[config.mk]
export PLATFORM = sky130hd
export DESIGN_NAME = ins_fetch_flat
export DESIGN_NICKNAME = d
export VERILOG_FILES = /design/src/rtl/cpu_pkg.sv /design/src/rtl/ins_fetch_if.sv /design/src/rtl/ins_mem.sv /design/src/rtl/ins_fetch.sv /design/src/flat_wrapper.sv
export SDC_FILE = /design/constraint.sdc
export NUM_CORES = 1
export LEC_CHECK = 0
export CAP_MARGIN = 15
export CELL_PAD_IN_SITES_DETAIL_PLACEMENT = 0
export CELL_PAD_IN_SITES_GLOBAL_PLACEMENT = 1
export CORE_MARGIN = 2
export CORE_UTILIZATION = 41
export DETAILED_ROUTE_END_ITERATION = 10
export PLACE_DENSITY_LB_ADDON = 0.1
export SYNTH_ARGS = -nofsm -noshare
export SYNTH_HDL_FRONTEND = slang
export SYNTH_SLANG_ARGS = --single-unit
[constraint.sdc]
create_clock -name clk -period 5.7 [get_ports clk]
set_input_delay 1.14 -clock clk [delete_from_list [all_inputs] [get_ports clk]]
set_output_delay 1.14 -clock clk [all_outputs]
set_load 0.05 [all_outputs]
[src/rtl/cpu_pkg.sv]
// Shared constants for the 4-bit CPU: default widths, opcode map, field
// positions and the fetch controller state encoding.
package cpu_pkg;

  // Default widths for the program counter and the instruction word.
  localparam int ADDR_W_DEF = 4;
  localparam int INS_W_DEF  = 11;

  // Instruction layout: [10:8] opcode, [7:4] jump target / operand A,
  // [3:0] immediate / operand B.
  localparam int OPC_W   = 3;
  localparam int TGT_LSB = 4;
  localparam int IMM_LSB = 0;
  localparam int IMM_W   = 4;

  // Control-flow opcodes resolved in the fetch stage.
  localparam logic [OPC_W-1:0] OP_NOP = 3'b000;
  localparam logic [OPC_W-1:0] OP_BRZ = 3'b011;
  localparam logic [OPC_W-1:0] OP_JMP = 3'b100;

  // Fetch controller states.
  typedef enum logic [1:0] {
    ST_IDLE = 2'd0,
    ST_RUN  = 2'd1,
    ST_HALT = 2'd2
  } fetch_state_t;

  // True when an opcode is a control-flow instruction handled at fetch.
  function automatic logic is_flow_op(input logic [OPC_W-1:0] op);
    return (op == OP_JMP) || (op == OP_BRZ);
  endfunction

endpackage

[src/rtl/ins_fetch_if.sv]
// Control, program-load and instruction-issue signals between the fetch
// stage and whoever drives it (loader/testbench on the master side).
interface ins_fetch_if
  import cpu_pkg::*;
#(
  parameter int ADDR_W = ADDR_W_DEF,
  parameter int INS_W  = INS_W_DEF
) ();

  logic              start;
  logic              stall;
  logic              zero_flag;
  logic              PROG_WE;
  logic [ADDR_W-1:0] PROG_ADDR;
  logic [INS_W-1:0]  PROG_DATA;
  logic [INS_W-1:0]  INS;
  logic              ins_valid;
  logic [ADDR_W-1:0] PC;
  logic              halted;

  // Loader / controller side.
  modport master (
    output start, stall, zero_flag, PROG_WE, PROG_ADDR, PROG_DATA,
    input  INS, ins_valid, PC, halted
  );

  // Fetch stage side.
  modport slave (
    input  start, stall, zero_flag, PROG_WE, PROG_ADDR, PROG_DATA,
    output INS, ins_valid, PC, halted
  );

endinterface

[src/rtl/ins_mem.sv]
// Program store: 2^ADDR_W x DATA_W array, synchronous write, asynchronous
// read so the fetch stage sees MEM[PC] in the same cycle. Contents are not
// reset, so a program survives rst_n.
module ins_mem #(
  parameter int ADDR_W = 4,
  parameter int DATA_W = 11
) (
  input  logic              clk,
  input  logic              i_we,
  input  logic [ADDR_W-1:0] i_waddr,
  input  logic [DATA_W-1:0] i_wdata,
  input  logic [ADDR_W-1:0] i_raddr,
  output logic [DATA_W-1:0] o_rdata
);

  logic [DATA_W-1:0] r_mem [2**ADDR_W];

  // Synchronous write; a write at edge N is readable right after edge N.
  always_ff @(posedge clk) begin
    if (i_we) begin
      r_mem[i_waddr] <= i_wdata;
    end
  end

  assign o_rdata = r_mem[i_raddr];

endmodule

[src/rtl/ins_fetch.sv]
// Instruction fetch stage: program counter, program store, registered
// instruction output and the IDLE/RUN/HALT controller.
// Build option: define INS_FETCH_BRANCH_EN to make OP_BRZ a conditional
// branch on zero_flag; otherwise OP_BRZ fetches like any sequential
// instruction and zero_flag is ignored.
module ins_fetch
  import cpu_pkg::*;
#(
  parameter int ADDR_W = ADDR_W_DEF,
  parameter int INS_W  = INS_W_DEF
) (
  input  logic       clk,
  input  logic       rst_n,
  ins_fetch_if.slave bus
);

  fetch_state_t      r_state;
  logic [ADDR_W-1:0] r_pc;
  logic [INS_W-1:0]  r_ins;
  logic              r_ins_valid;
  logic              r_halted;

  logic [INS_W-1:0]  w_fetch;
  logic [OPC_W-1:0]  w_op;
  logic [ADDR_W-1:0] w_tgt;
  logic [ADDR_W-1:0] w_pc_inc;
  logic [ADDR_W-1:0] w_pc_next;
  logic              w_take;
  logic              w_self_jump;
  logic              w_prog_we;

  // Program writes are only accepted while not executing.
  assign w_prog_we = bus.PROG_WE && (r_state != ST_RUN);

  ins_mem #(
    .ADDR_W (ADDR_W),
    .DATA_W (INS_W)
  ) u_ins_mem (
    .clk     (clk),
    .i_we    (w_prog_we),
    .i_waddr (bus.PROG_ADDR),
    .i_wdata (bus.PROG_DATA),
    .i_raddr (r_pc),
    .o_rdata (w_fetch)
  );

  // Decode just enough of the fetched word to resolve control flow.
  assign w_op  = w_fetch[INS_W-1 -: OPC_W];
  assign w_tgt = w_fetch[TGT_LSB +: ADDR_W];

`ifdef INS_FETCH_BRANCH_EN
  assign w_take = (w_op == OP_JMP) || ((w_op == OP_BRZ) && bus.zero_flag);
`else
  // zero_flag has no consumer in this build.
  logic w_unused_zero_flag;
  assign w_unused_zero_flag = bus.zero_flag;
  assign w_take = (w_op == OP_JMP);
`endif

  // PC wraps silently from the top address back to 0.
  assign w_pc_inc    = r_pc + ADDR_W'(1);
  assign w_pc_next   = w_take ? w_tgt : w_pc_inc;
  // A taken jump onto itself can never make progress: treat it as halt.
  assign w_self_jump = w_take && (w_tgt == r_pc) && is_flow_op(w_op);

  // Controller, PC and instruction register in one registered FSM.
  always_ff @(posedge clk or negedge rst_n) begin
    if (!rst_n) begin
      r_state     <= ST_IDLE;
      r_pc        <= '0;
      r_ins       <= '0;
      r_ins_valid <= 1'b0;
      r_halted    <= 1'b0;
    end else begin
      case (r_state)
        ST_IDLE: begin
          r_pc        <= '0;
          r_ins_valid <= 1'b0;
          r_halted    <= 1'b0;
          if (bus.start) begin
            r_state <= ST_RUN;
          end
        end
        ST_RUN: begin
          if (bus.stall) begin
            // Stall wins over everything, including halt detection.
            r_ins_valid <= 1'b0;
          end else begin
            r_ins       <= w_fetch;
            r_ins_valid <= 1'b1;
            r_pc        <= w_pc_next;
            if (w_self_jump) begin
              // The self-jump issues normally; halted follows one edge later.
              r_state <= ST_HALT;
            end
          end
        end
        ST_HALT: begin
          r_ins_valid <= 1'b0;
          if (bus.start) begin
            r_state  <= ST_IDLE;
            r_pc     <= '0;
            r_halted <= 1'b0;
          end else begin
            r_halted <= 1'b1;
          end
        end
        default: begin
          r_state     <= ST_IDLE;
          r_pc        <= '0;
          r_ins_valid <= 1'b0;
          r_halted    <= 1'b0;
        end
      endcase
    end
  end

  assign bus.INS       = r_ins;
  assign bus.ins_valid = r_ins_valid;
  assign bus.PC        = r_pc;
  assign bus.halted    = r_halted;

endmodule

[src/flat_wrapper.sv]
// flat-port wrapper written by rule: the top's interface ports become plain ports
module ins_fetch_flat import cpu_pkg::*;
#(
  parameter int ADDR_W = ADDR_W_DEF,
  parameter int INS_W  = INS_W_DEF
)
  (clk, rst_n, bus_start, bus_stall, bus_zero_flag, bus_PROG_WE, bus_PROG_ADDR, bus_PROG_DATA, bus_INS, bus_ins_valid, bus_PC, bus_halted);
  ins_fetch_if #(.ADDR_W(ADDR_W), .INS_W(INS_W)) bus_i ();
  input  logic clk;
  input  logic rst_n;
  input wire logic [$bits(bus_i.start)-1:0] bus_start;
  input wire logic [$bits(bus_i.stall)-1:0] bus_stall;
  input wire logic [$bits(bus_i.zero_flag)-1:0] bus_zero_flag;
  input wire logic [$bits(bus_i.PROG_WE)-1:0] bus_PROG_WE;
  input wire logic [$bits(bus_i.PROG_ADDR)-1:0] bus_PROG_ADDR;
  input wire logic [$bits(bus_i.PROG_DATA)-1:0] bus_PROG_DATA;
  output wire logic [$bits(bus_i.INS)-1:0] bus_INS;
  output wire logic [$bits(bus_i.ins_valid)-1:0] bus_ins_valid;
  output wire logic [$bits(bus_i.PC)-1:0] bus_PC;
  output wire logic [$bits(bus_i.halted)-1:0] bus_halted;
  assign bus_i.start = bus_start;
  assign bus_i.stall = bus_stall;
  assign bus_i.zero_flag = bus_zero_flag;
  assign bus_i.PROG_WE = bus_PROG_WE;
  assign bus_i.PROG_ADDR = bus_PROG_ADDR;
  assign bus_i.PROG_DATA = bus_PROG_DATA;
  assign bus_INS = bus_i.INS;
  assign bus_ins_valid = bus_i.ins_valid;
  assign bus_PC = bus_i.PC;
  assign bus_halted = bus_i.halted;
  ins_fetch #(.ADDR_W(ADDR_W), .INS_W(INS_W)) u_core (.clk(clk), .rst_n(rst_n), .bus(bus_i));
endmodule
## Yosys cells after proc, flatten, opt, wreduce, memory -nomap -nowiden

Memory sizes are Yosys's and may differ from the RTL's.
Cells that the tools add are included.

- RAM bits: 176
- Input port bits: 21
- Logic and storage cells: 41
- Memories kept: 1
- Output and inout port bits: 17
- Flip-flop bits (word level): 19

- Add/subtract/negate cells: 1
- Muxes and demuxes: 15
- Reduce and logical (&&, ||, !) cells: 8
- Eq/ne operators: 10
- Bitwise operators: 1

Memories:

| name | words | bits a word | rd ports | clocked after Yosys merged registers in | write ports | RTL line | RTL |
|---|---|---|---|---|---|---|---|
| u_core.u_ins_mem.r_mem | 16 | 11 | 1 | 0 | 1 | ins_mem.sv:16 | `logic [DATA_W-1:0] r_mem [2**ADDR_W];` |

Operator list:

| cell | count |
|---|---|
| 4-bit two-way mux | 3 |
| 2-bit two-way mux | 4 |
| 4-bit case mux with 2 select lines | 1 |
| 2-bit inequality test (second input constant) | 3 |
| 2-bit case mux with 3 select lines | 1 |
| 1-bit two-way mux | 5 |
| 4-bit by 1-bit adder with 4-bit output (second input constant) | 1 |
| 4-bit == test | 1 |
| 2-bit by 1-bit inequality test with 1-bit output (second input constant) | 2 |
| 2-bit AND reduction | 2 |
| 4-bit AND reduction | 1 |
| 3-bit by 2-bit == test with 1-bit output (second input constant) | 1 |
| 3-bit == test (second input constant) | 1 |
| 1-bit logical AND | 3 |
| 2-bit by 1-bit == test with 1-bit output (second input constant) | 1 |
| 2-bit == test (second input constant) | 1 |
| 2-bit zero test | 1 |
| 1-bit case mux with 2 select lines | 1 |
| 1-bit logical OR | 1 |
| 1-bit inverter | 1 |

## Logic depth before layout (Yosys ltp)

Gate-level depths: netlist of the first run.
An unclocked memory read counts as a cell.

- Word-level depth: 7
- Mapped depth: 9
- Depth with buffers taken out: 5

## Hierarchy

Synthesis of the first run repeated with hierarchy kept, for this count alone.

- Cell total of the unflattened synthesis: 362
- Area, all modules: 7706.1 um^2

Modules (own cells, without submodules):

| module | sequential area each (um^2) | area an instance (um^2) | cells an instance | instances |
|---|---|---|---|---|
| ins_mem | 5285.1 | 6819.0 | 294 | 1 |
| ins_fetch | 475.5 | 887.1 | 68 | 1 |

## Worst setup path after synthesis of the first run

OpenSTA, ideal clock, no wires.

- Path type: flip-flop to flip-flop
- Start: register u_core.r_pc[0] (netlist: u_core.bus.PC[0])
- End: register u_core.r_ins[0] (netlist: u_core.bus.INS[0])
- Cell stages (with the launch flop): 9
- Arrival time: 2.658 ns
- Data required time: 5.582 ns
- Path slack: 2.924 ns
- Clock period less this slack: 2.776 ns
- Setup time: 0.118 ns
- Path buffers: 4
- Cell sequence: dfrtp_1 buf_6 buf_4 buf_4 buf_2 mux4_2 mux4_2 nand2_1 nand2_1

- Word-level cells in the longest chain between the ends: 1

Ends and longest elaborated chain:

| what | RTL line | RTL |
|---|---|---|
| start: declaration | ins_fetch.sv:18 | `logic [ADDR_W-1:0] r_pc;` |
| start signal: assignment | ins_fetch.sv:91 | `r_pc <= w_pc_next;` |
| memory 16 x 11 bit | -- |  |
| end signal: assignment | ins_fetch.sv:89 | `r_ins <= w_fetch;` |
| end: declaration | ins_fetch.sv:19 | `logic [INS_W-1:0] r_ins;` |

No other way between the ends.
A chain may end at the register's enable or synchronous reset.

## Worst setup path in the final report of the first run

- Start: register u_core.r_pc[3] (netlist: u_core.bus.PC[3])
- End: output bus_PC[3]

RTL lines:

| what | RTL line | RTL |
|---|---|---|
| end: declaration | flat_wrapper.sv:19 | `output wire logic [$bits(bus_i.PC)-1:0] bus_PC;` |

No word-level cell between the ends.

==> metrics, run 1 <==
run status=finished, final reports clean; Initial Utilization=41.6%; drt initial violations=266; Ant. Diodes=0; area leader, netlist=edfxtp_1; Area contributors post-synth=edfxtp_1, mux4_2, dfrtp_1; Seq cells post-synth=195; layout cells sized above 1=21.9%; most frequent cells in the layout=edfxtp_1, mux4_2, nand2_1; # rows=50; WP data required=4.56 ns; utilization after layout=48.5%; YS warnings=0; WL final=16500 um; predominant post-synthesis flop cell=edfxtp_1; nets=474; Static Leak=2.98 nW; I/O pins=38; layout overhead on the synthesized area=16.6%; drt via density=5.54; total of max-cap violations=0; CTS tree=yes; clock sink total=195; critical path arrival=2.24 ns; pre-CTS setup slack=2.37 ns; hold_ws=0.471 ns; vias in the first global route=4055; total negative slack=0 ns; RSZ-0062 raised after global routing=no; Via Count=3873; Worst-Margin Slew=0.907 ns; met1 Use GR=25.3%; worst-path cell chain=clkdlybuf4s50_1; gr usage total=17.8%; M2 GR Usage=27.9%; top achievable clock speed=296 MHz; buffer depth of the longest clock path=2; PostCTS Resize Cnt=0; Remaining DRCs=0; crit-path leading delay family=buffers and inverters; Rel. slew slack=39.3%; IR drop worst, VDD=0.276 mV; hpwl dp=10300 um; commonest non-fill, non-tap cell in the layout=edfxtp_1; final non-filler cell total=699; fraction of registers with async set/reset=9.74%; Crit Path Category=flip-flop to output port; global route overflow=0; DR pass1 iterations=5; setup bufs post-CTS=0; initial antenna violation count=0; CP peak stage delay=0.94 ns; first-pass GRT wire length=25100 um; RePlAce Congestion=0.745; antenna-violating nets left=0; Post-Syn Area=7750 um2; number of port buffers=36; total die area=20000 um2; Post-CTS Hold Buffers=0; setup ws final=2.32 ns; CP Max Fanout=20; Die Wd=141 um; post-synthesis cell count=398; Syn Nets=420; Root Driver=clkbuf_16; Synth top area share=68.2%; routing usage on met3=3.14%; Seq/Total Area, Yosys=74.4%; Num CTS Buffers=17; Syn Area/Cell=19.5 um2; Slew Viols, Final=0; core area=18600 um2; Hold Fails Final Rpt=0; crit share post-route=59.3%; Die H=141 um; Post-synth EDFFs=176; final setup fails=0; Buf/Inv on CP=1; dpl cells=667; # H-tree levels=4; Final Critical Period=3.38 ns; crit end category=output port; routed len/inst=23.6 um; critical path's slowest cell=clkdlybuf4s50_1; clk_lat worst skew=0.43 ns; Cell variety after synth=43; Critical Path Start Type=flip-flop; busiest grt layer=met2; Hold Path Class=flip-flop to flip-flop; largest net degree at the start of global routing=34; Worst-path clk slew=0.07 ns; clock skew=0.0114 ns; Power Density=458 nW/um2
-- registers in the layout, summed over array words and instances (netlist names) --
signal and count:
u_core.bus.halted 1, u_core.bus.INS 11, u_core.bus.ins_valid 1, u_core.u_ins_mem.r_mem 176, u_core.bus.PC 4, u_core.r_state 2
-- worst paths after layout --
path | slack, ns | from | end | depth (start not counted)
worst max-delay path | 2.32 | u_core.bus.PC[3]$_DFFE_PN0P_ | bus_PC[3] | 1
worst min-delay path | 0.47 | u_core.bus.INS[5]$_DFFE_PN0P_ | u_core.bus.INS[5]$_DFFE_PN0P_ | 2
worst max register to register | 2.59 | u_core.bus.PC[0]$_DFFE_PN0P_ | u_core.r_state[0]$_DFFE_PN0P_ | 6
worst min register to register | 0.47 | u_core.bus.INS[5]$_DFFE_PN0P_ | u_core.bus.INS[5]$_DFFE_PN0P_ | 2
max in group asynchronous | 3.95 | rst_n | u_core.bus.PC[0]$_DFFE_PN0P_ | 1
min in group asynchronous | 1.18 | rst_n | u_core.bus.INS[9]$_DFFE_PN0P_ | 1
-- layout make-up --
type                    count  area [um2]
clock inverters            12         109
inverters                   4        15.0
repair buffers             52         480
multi-input cells         182        1930
clock buffers              20         447
flip-flops and latches    195        5760
fillers                  1543        9610
well taps                 234         293
-- synthesized netlist by cell type (3+ instances only) --
library cell  instances
nand4_1               5
a21oi_1               3
mux4_2               45
nand2b_1              6
nand2_1              42
a22o_1                3
nor3_1                6
o21ai_0               3
a21o_1                3
clkbuf_1             10
edfxtp_1            176
and2_1                4
nor2_1               17
mux2i_1              10
buf_2                 3
mux4_1                4
dfrtp_1              19
or3_1                 4
nor2b_1               4
-- metal layers --
layer / wire length [um] / share of wire, %
met5: 0 / 0
met4: 250 / 1.5
met3: 669 / 4.1
met2: 8000 / 48
met1: 7590 / 46
-- logic make-up (layout without fill, tap and decap cells) --
family / count (synthesis) / after routing / share of synthesized area, %
AOI/OAI and AO/OA: 25 / 25 / 2.42
xor gates and xnor gates: 2 / 2 / 0.226
and+or+nand+nor: 95 / 95 / 5.75
adders and majority gates: 1 / 1 / 0.161
muxes: 59 / 59 / 15.7
DFF: 195 / 195 / 74.4
buffers and inverters: 21 / 88 / 1.36
-- power by group --
part	internal, mW	total [mW]	switching (mW)
clock	0.615	1.13	0.510
combinational	0.567	1.29	0.721
sequential	1.62	1.72	0.0982
total	2.81	4.13	1.33
-- stage by stage --
stage	power (mW)	instance area, um2
floorplan	2.68	7750
global placement	3.05	8480
detailed placement	3.06	8480
CTS	4.18	9030
global route	4.33	9030
finish	4.13	9030
(Power assumes the default switching activity.)
==> inputs of run 2 (changes only) <==
clock period = 2.9 ns   (was 5.7 ns; I/O delays follow)
==> metrics, run 2 (synthesis gave the netlist of run 1 again) <==
run status=finished, final reports clean; FF+latch area=5760 um2; drt initial violations=426; Via Count=3924; clk_lat worst skew=0.43 ns; Post-CTS Hold Buffers=0; clock skew=0.00829 ns; HP Start=u_core.bus.INS[8]$_DFFE_PN0P_; crit end category=flip-flop; Ant. Diodes=0; DP Area=8590 um2; utilization after layout=48.9%; CTS tree=yes; R2R depth=5; number of cells on the worst hold path=2; RePlAce Congestion=0.762; number of port buffers=36; RSZ-0062 raised after global routing=no; DR pass1 iterations=4; largest register by flop count=u_core.u_ins_mem.r_mem; Switching Share=32.7%; final setup fails=0; Hold Fails Final Rpt=0; global route overflow=0; PostCTS Resize Cnt=0; clock sink total=195; layout cells sized above 1=24.6%; dpl cells=682; Die Wd=141 um; CP Max Fanout=9; Sequential Power Share=41.0%; R2R Path End=u_core.bus.PC[0]$_DFFE_PN0P_; reg2reg start=u_core.bus.PC[0]$_DFFE_PN0P_; Initial Utilization=41.6%; initial antenna violation count=0; Slew Viols, Final=0; max FFs per register=176; Logic pwr share=32.6%; crit share post-route=89.5%; Die H=141 um; vias in the first global route=3959; I/O pins=38; Crit Path Category=flip-flop to flip-flop; core area=18600 um2; total of max-cap violations=0; setup ws final=0.306 ns; layout overhead on the synthesized area=17.8%; Final Critical Period=2.59 ns; IR drop worst, VDD=0.500 mV; Hold Path Class=flip-flop to flip-flop; worst reg-to-reg setup slack=0.31 ns; # H-tree levels=4; pre-CTS setup slack=0.294 ns; routed len/inst=23.6 um; Power Density=892 nW/um2; most frequent cells in the layout=edfxtp_1, mux4_2, nand2_1; clock power share=26.4%; hpwl dp=10700 um; # rows=50; Root Driver=clkbuf_16; commonest non-fill, non-tap cell in the layout=edfxtp_1; nets=489; total negative slack=0 ns; crit-path leading delay family=multiplexers; Int Pwr=5.47 mW; area occupied by multi-input gates=1900 um2; Remaining DRCs=0; Rel. slew slack=43.3%; fin area=9130 um2; antenna-violating nets left=0; Buf/Inv on CP=0; WHS Endpoint=u_core.bus.INS[8]$_DFFE_PN0P_; gr usage total=18.0%; drt via density=5.50; Static Leak=3.04 nW; hold_ws=0.472 ns; Worst-Margin Slew=0.848 ns; WP data required=3.19 ns; worst-path cell chain=mux4_1 > mux4_2 > or3_4 > nor2_1 > o311ai_0; Psw=2.66 mW; final non-filler cell total=714; Tot Pwr=8.14 mW; total die area=20000 um2; top achievable clock speed=385 MHz; critical path's slowest cell=mux4_1; largest net degree at the start of global routing=45; setup bufs post-CTS=0; WL final=16800 um; buffer depth of the longest clock path=2; critical path arrival=2.88 ns; Fillers=1554; Num CTS Buffers=17; CP peak stage delay=0.61 ns; Worst-path clk slew=0.07 ns; first-pass GRT wire length=25300 um; Critical Path Start Type=flip-flop
## run 2: cell types whose count changed in the layout (fill, tap and decap cells not counted), sizes merged
cell      delta
buf         +15
clkbuf       -3
inv          +3
clkinvlp     +2
bufinv       -1
clkinv       -1
## run 2: metal layers
metal  routed length, um  track usage [%]  vias up
met3                 827             3.88       14
met1                7410             24.6     2057
met4                 247             6.68        0
li1                    -                -     1745
met5                   0                0        -
met2                8330             28.6      108
## run 2: power by group through the flow
stage / logic (mW) / registers, mW / clock network, mW
floorplan: 1.58 / 3.69 / 0
global placement: 2.69 / 3.39 / 0
detailed placement: 2.69 / 3.40 / 0
CTS: 2.70 / 3.34 / 2.19
global route: 2.87 / 3.36 / 2.29
finish: 2.66 / 3.33 / 2.15
## run 2: cell type report
cell class / instances / share of cell area [%]
Clock buffer: 17 / 4.66
Sequential cell: 195 / 63.2
Inverter: 4 / 0.165
Multi-Input combinational cell: 182 / 20.8
Tap cell: 234 / 3.21
Timing Repair Buffer: 67 / 6.77
Clock inverter: 15 / 1.19
## run 2: tightest hold or removal path: stages (launching register included)
cell and delay (ns):
dfrtp_1 0.34, nand2_1 0.05, nand2_1 0.05
## run 2: worst max-delay path by stage
stage,from,cells after the start,endpoint,slack [ns]
2_1_floorplan,u_core.bus.PC[0]$_DFFE_PN0P_,8,u_core.bus.INS[0]$_DFFE_PN0P_,0.12
3_3_place_gp,u_core.bus.PC[0]$_DFFE_PN0P_,6,u_core.r_state[0]$_DFFE_PN0P_,0.31
3_5_place_dp,u_core.bus.PC[0]$_DFFE_PN0P_,5,u_core.bus.PC[0]$_DFFE_PN0P_,0.29
4_1_cts,u_core.bus.PC[0]$_DFFE_PN0P_,5,u_core.bus.PC[0]$_DFFE_PN0P_,0.28
5_1_grt,u_core.bus.PC[0]$_DFFE_PN0P_,6,u_core.r_state[0]$_DFFE_PN0P_,0.15
6_report,u_core.bus.PC[0]$_DFFE_PN0P_,5,u_core.bus.PC[0]$_DFFE_PN0P_,0.31
